==> src/rtl/instruction_cache.sv <==
// Direct-mapped, read-only instruction cache: 2^INDEX_BITS lines of 4 words,
// zero-cycle combinational hit and a 4-beat refill FSM.
module instruction_cache #(
   parameter int unsigned INDEX_BITS = 4
) (
   input  logic        clock,
   input  logic        reset,
   input  logic [31:0] instruction_address,
   output logic [31:0] instruction,
   output logic        hit,
   output logic        mem_read_request,
   output logic [31:0] mem_address,
   input  logic        mem_ready,
   input  logic [31:0] mem_data,
   output logic [15:0] miss_count
);

   localparam int unsigned LINES = 2 ** INDEX_BITS;
   localparam int unsigned TAG_W = 28 - INDEX_BITS;

   localparam logic [0:0] LOOKUP = 1'b0;
   localparam logic [0:0] REFILL = 1'b1;

   logic [0:0]            r_state;
   logic [1:0]            r_beat;
   logic [27:0]           r_block;
   logic                  r_req;
   logic [15:0]           r_miss_count;
   logic [LINES-1:0]      r_valid;
   logic [TAG_W-1:0]      r_tag  [LINES];
   logic [31:0]           r_data [LINES*4];

   logic [1:0]            w_offset;
   logic [INDEX_BITS-1:0] w_index;
   logic [TAG_W-1:0]      w_tag;
   logic [INDEX_BITS-1:0] w_refill_index;
   logic [TAG_W-1:0]      w_refill_tag;
   logic                  w_beat_we;
   logic                  w_last_beat;
   logic                  w_hit;
   logic                  w_unused;

   assign w_offset       = instruction_address[3:2];
   assign w_index        = instruction_address[3+INDEX_BITS:4];
   assign w_tag          = instruction_address[31:4+INDEX_BITS];
   assign w_unused       = ^instruction_address[1:0];

   // Refill targets the latched block, never the live PC.
   assign w_refill_index = r_block[INDEX_BITS-1:0];
   assign w_refill_tag   = r_block[27:INDEX_BITS];

   assign w_beat_we      = (r_state == REFILL) && mem_ready && !reset;
   assign w_last_beat    = w_beat_we && (r_beat == 2'd3);

   assign w_hit          = (r_state == LOOKUP) && r_valid[w_index]
                           && (r_tag[w_index] == w_tag);

   assign hit              = w_hit;
   assign instruction      = w_hit ? r_data[{w_index, w_offset}] : '0;
   assign mem_read_request = r_req;
   assign mem_address      = {r_block, 4'b0000};
   assign miss_count       = r_miss_count;

   always_ff @(posedge clock) begin
      if (reset) begin
         r_state      <= LOOKUP;
         r_beat       <= '0;
         r_block      <= '0;
         r_req        <= 1'b0;
         r_miss_count <= '0;
         r_valid      <= '0;
      end else begin
         case (r_state)
            LOOKUP: begin
               if (!w_hit) begin
                  r_block      <= instruction_address[31:4];
                  r_req        <= 1'b1;
                  r_miss_count <= r_miss_count + 16'd1;
                  r_state      <= REFILL;
               end
            end
            default: begin
               if (mem_ready) begin
                  r_beat <= r_beat + 2'd1;
                  if (r_beat == 2'd0) begin
                     r_valid[w_refill_index] <= 1'b0;
                  end
                  if (r_beat == 2'd3) begin
                     r_valid[w_refill_index] <= 1'b1;
                     r_req                   <= 1'b0;
                     r_state                 <= LOOKUP;
                  end
               end
            end
         endcase
      end
   end

   // Data and tag storage carry no reset; the valid bits guard them.
   always_ff @(posedge clock) begin
      if (w_beat_we) begin
         r_data[{w_refill_index, r_beat}] <= mem_data;
      end
      if (w_last_beat) begin
         r_tag[w_refill_index] <= w_refill_tag;
      end
   end

endmodule

==> config.mk <==
export PLATFORM = sky130hd
export DESIGN_NAME = instruction_cache
export DESIGN_NICKNAME = d
export VERILOG_FILES = /design/src/rtl/instruction_cache.sv
export SDC_FILE = /design/constraint.sdc
export NUM_CORES = 2
export LEC_CHECK = 0
export CORE_ASPECT_RATIO = 1.4
export CORE_MARGIN = 3
export CORE_UTILIZATION = 25
export DETAILED_ROUTE_END_ITERATION = 8
export PLACE_DENSITY_LB_ADDON = 0.08
export SLEW_MARGIN = 20
export SYNTH_ARGS = -nofsm -noshare
export SYNTH_HDL_FRONTEND = slang
export SYNTH_SLANG_ARGS = --single-unit
==> constraint.sdc <==
create_clock -name clock -period 10.35 [get_ports clock]
set_input_delay 2.07 -clock clock [delete_from_list [all_inputs] [get_ports clock]]
set_output_delay 2.07 -clock clock [all_outputs]
set_load 0.05 [all_outputs]
==> impl_metrics.py <==
metrics = {
    "pwr": {
        "irDropWorstVdd_v": 0.000119,
        "p_int_mw": 17.0,
        "combPwrFrac": 0.046,
        "seqPwrFrac": 0.509,
        "clock_power_share": 0.445,
        "switchingPower_mw": 4.86,
        "p_sw_frac": 0.222,
        "powerDensity_nw_per_um2": 193,
        "p_leak_nw": 34.3,
    },
    "placed_design": {
        "numPortBuffers": 142,
        "dpl.hpwl_mm": 170,
        "globalplace.congestion": 0.701,
        "pre_cts_ws_ns": 1.56,
    },
    "cts": {
        "post-cts-setup-buffers": 0,
        "clk_latency_ns": 0.89,
        "cts_root_buf": "clkbuf_16",
        "clockBufferDepth": 4,
        "clock_sinks": 2496,
        "cts_resized": 0,
        "cts_buffers": 279,
        "cts_max_level": 5,
        "cts_tree": "done",
        "clkSlewWorstSetupHoldPaths_ns": 0.06,
        "cts_hold_buf": 0,
    },
    "sta": {
        "fmax_mhz": 117,
        "relSlewSlack": 0.211,
        "worst_pin_slew_ns": 1.18,
        "period_share": 0.829,
        "finalSetupViolCount": 0,
        "hold_viol_final": 0,
        "drv_slew": 0,
        "fin_ws_ns": 1.77,
        "rsz0062_at_grt": "no",
        "tns_ns": 0,
        "skew_ns": 0.0539,
        "period_minus_slack_ns": 8.58,
    },
    "floorplanning": {
        "core_um2": 381000,
        "floorplan.initialDensity": 0.251,
        "row_count": 268,
        "die_x_um": 529,
        "die_h_um": 738,
        "pin_count": 149,
        "die_area_um2": 390000,
    },
    "yosys": {
        "synth_seq_area_share": 0.778,
        "synthCells": 3982,
        "synth_top_area_cell": "edfxtp_1",
        "synth_area_um2": 95600,
        "synth_cell_types": 56,
        "synthTopCellsByArea": "edfxtp_1 (76%), mux4_2 (18%), dfxtp_1 (1.3%)",
        "ys.flop_type": "edfxtp_1",
        "yosys_warnings": 0,
        "synth_area_per_cell_um2": 24.0,
        "async_reset_ff_frac": 0,
        "synth-seq-cells": 2496,
        "synth_largest_type_area_fraction": 0.764,
        "synth-edff-count": 2432,
    },
    "setup_path": {
        "worstPathCellList": "buf_8 -> buf_4 -> mux4_2 -> mux2i_1 -> mux2i_1 -> xnor2_1 -> nand4_1 -> nor3_4 -> buf_4 -> and3_1 -> clkdlybuf4s50_1",
        "start_kind": "primary input",
        "slowest_stage": "clkdlybuf4s50_1",
        "critPathLaunch": "instruction_address[5]",
        "arrival_ns": 6.51,
        "cp_slowest_stage_delay_ns": 0.82,
        "path_class": "in -> out",
        "endpoint_kind": "output port",
        "cp.required_ns": 8.28,
        "critPathMaxFanout": 68,
        "r2r-start": "r_state",
        "cp_top_family": "buffers and inverters",
        "worstPathBufferInverterCount": 4,
    },
    "run": {
        "cap_violations": 0,
    },
    "outcome": {
        "status": "finished, final reports clean",
    },
    "grt": {
        "grt_overflow": 0,
        "grt_pass1_vias": 47100,
        "grt_max_degree": 85,
        "antenna_found_initial": 31,
        "grtUsageTotal": 0.161,
        "grt_pass1_wl_mm": 428,
    },
    "detailed_routing": {
        "viasPerCell": 4.62,
        "firstDrtPassIters": 5,
        "wl_mm": 317,
        "drt_iter0_drc": 3705,
        "postRouteAntennaNets": 0,
        "drc": 0,
        "vias": 44200,
        "wl_per_cell_um": 33.1,
    },
    "final_layout": {
        "layout.nets": 4421,
        "nFillCells": 36700,
        "layout-drive-gt1-share": 0.316,
        "syn2layout_area_growth_pct": 18.4,
    },
    "worst_hold_path": {
        "hold_class": "reg -> reg",
    },
}
## power groups by stage
stage	clock network, mW	registers, mW	logic [mW]
finish	9.74	11.1	1.00
global route	10.5	11.1	1.08
CTS	10.1	11.1	1.04
detailed placement	0	11.4	1.04
global placement	0	11.4	1.03
floorplan	0	11.4	0.544
## routing by layer
metal,track usage,part of all wire
met5,0,0.000066
met2,0.287,0.52
met4,0.0346,0.021
met3,0.0238,0.041
met1,0.206,0.42
## worst register-to-register path: cells and delay by family, from the launching register on
family,cells,cell delay (ns)
and+or+nand+nor,4,2.86
buffers and inverters,2,0.99
DFF,1,0.31
## placed cells by master (no fill, tap or decap), types with 33 or more instances in the layout
cell type           n
edfxtp_1         2432
mux4_2            752
clkbuf_16         285
buf_4             173
clkdlybuf4s50_1    88
mux2i_1            81
nor2_4             80
dfxtp_1            64
clkbuf_1           64
clkinv_1           60
nor2_1             51
clkinv_2           45
o21ai_0            36
nor2b_1            33
a211oi_1           33
## through the flow
step / std cells / area (um^2) / utilization / hold slack (ns) / power, mW
floorplan: 3985 / 95600 / - / 0.503 / 11.9
global placement: 9063 / 104000 / 0.274 / 0.517 / 12.4
detailed placement: 9064 / 104000 / 0.274 / 0.525 / 12.4
CTS: 9566 / 113000 / 0.297 / 0.541 / 22.3
global route: 9568 / 113000 / 0.297 / 0.576 / 22.7
finish: 9571 / 113000 / 0.297 / 0.539 / 21.9
## registers in the layout, summed over array words and instances (netlist names), named ones only
signal / cells
mem_read_request: 1
r_block: 28
r_data: 2048
r_valid: 15
r_state: 1
miss_count: 16
r_beat: 2
r_tag: 384
## final timing paths
path | endpoint | slack, ns | depth (start not counted)
setup reg to reg | r_data[63][1] | 5.74 | 6
hold reg to reg | flip-flop | 0.54 | 1
hold / removal | flip-flop | 0.54 | 1
setup / recovery | instruction[29] | 1.77 | 11
## layout make-up
cell class | count | area, um^2 | share of cell area
antenna | 4 | 10.0 | 0.0000885
clock buffer | 351 | 7400 | 0.0654
sequential | 2496 | 74300 | 0.657
multi-input combinational | 1254 | 20800 | 0.184
clock inverter | 151 | 1350 | 0.0119
timing repair buffer | 304 | 2920 | 0.0258
tap | 4995 | 6250 | 0.0552
inverter | 16 | 60.1 | 0.000531
## cell families (layout without fill, tap and decap cells)
logic type      count (synthesis)  count (layout)  synth area share
compound gates                126             126           0.00926
other cells                     1               8         0.0000392
flops                        2496            2496             0.778
xor+xnor                       33              33           0.00302
fa+ha+maj                       3               3          0.000393
simple gates                  248             248            0.0124
buf+inv                       235             822            0.0107
mux                           840             840             0.187
## cell usage after synthesis, drive strengths merged (3+ instances only)
| cell type | number |
|---|---|
| a211oi | 33 |
| a21o | 4 |
| a21oi | 11 |
| a221oi | 8 |
| a22o | 10 |
| a22oi | 4 |
| a31o | 4 |
| and3 | 21 |
| buf | 102 |
| clkbuf | 117 |
| dfxtp | 64 |
| edfxtp | 2432 |
| ha | 3 |
| inv | 16 |
| mux2 | 7 |
| mux2i | 81 |
| mux4 | 752 |
| nand2 | 22 |
| nand3 | 14 |
| nand3b | 3 |
| nand4 | 7 |
| nor2 | 131 |
| nor2b | 33 |
| nor3 | 4 |
| o21ai | 36 |
| o22ai | 3 |
| or3 | 4 |
| xnor2 | 22 |
| xor2 | 11 |
Power figures use the tool's default switching activity.
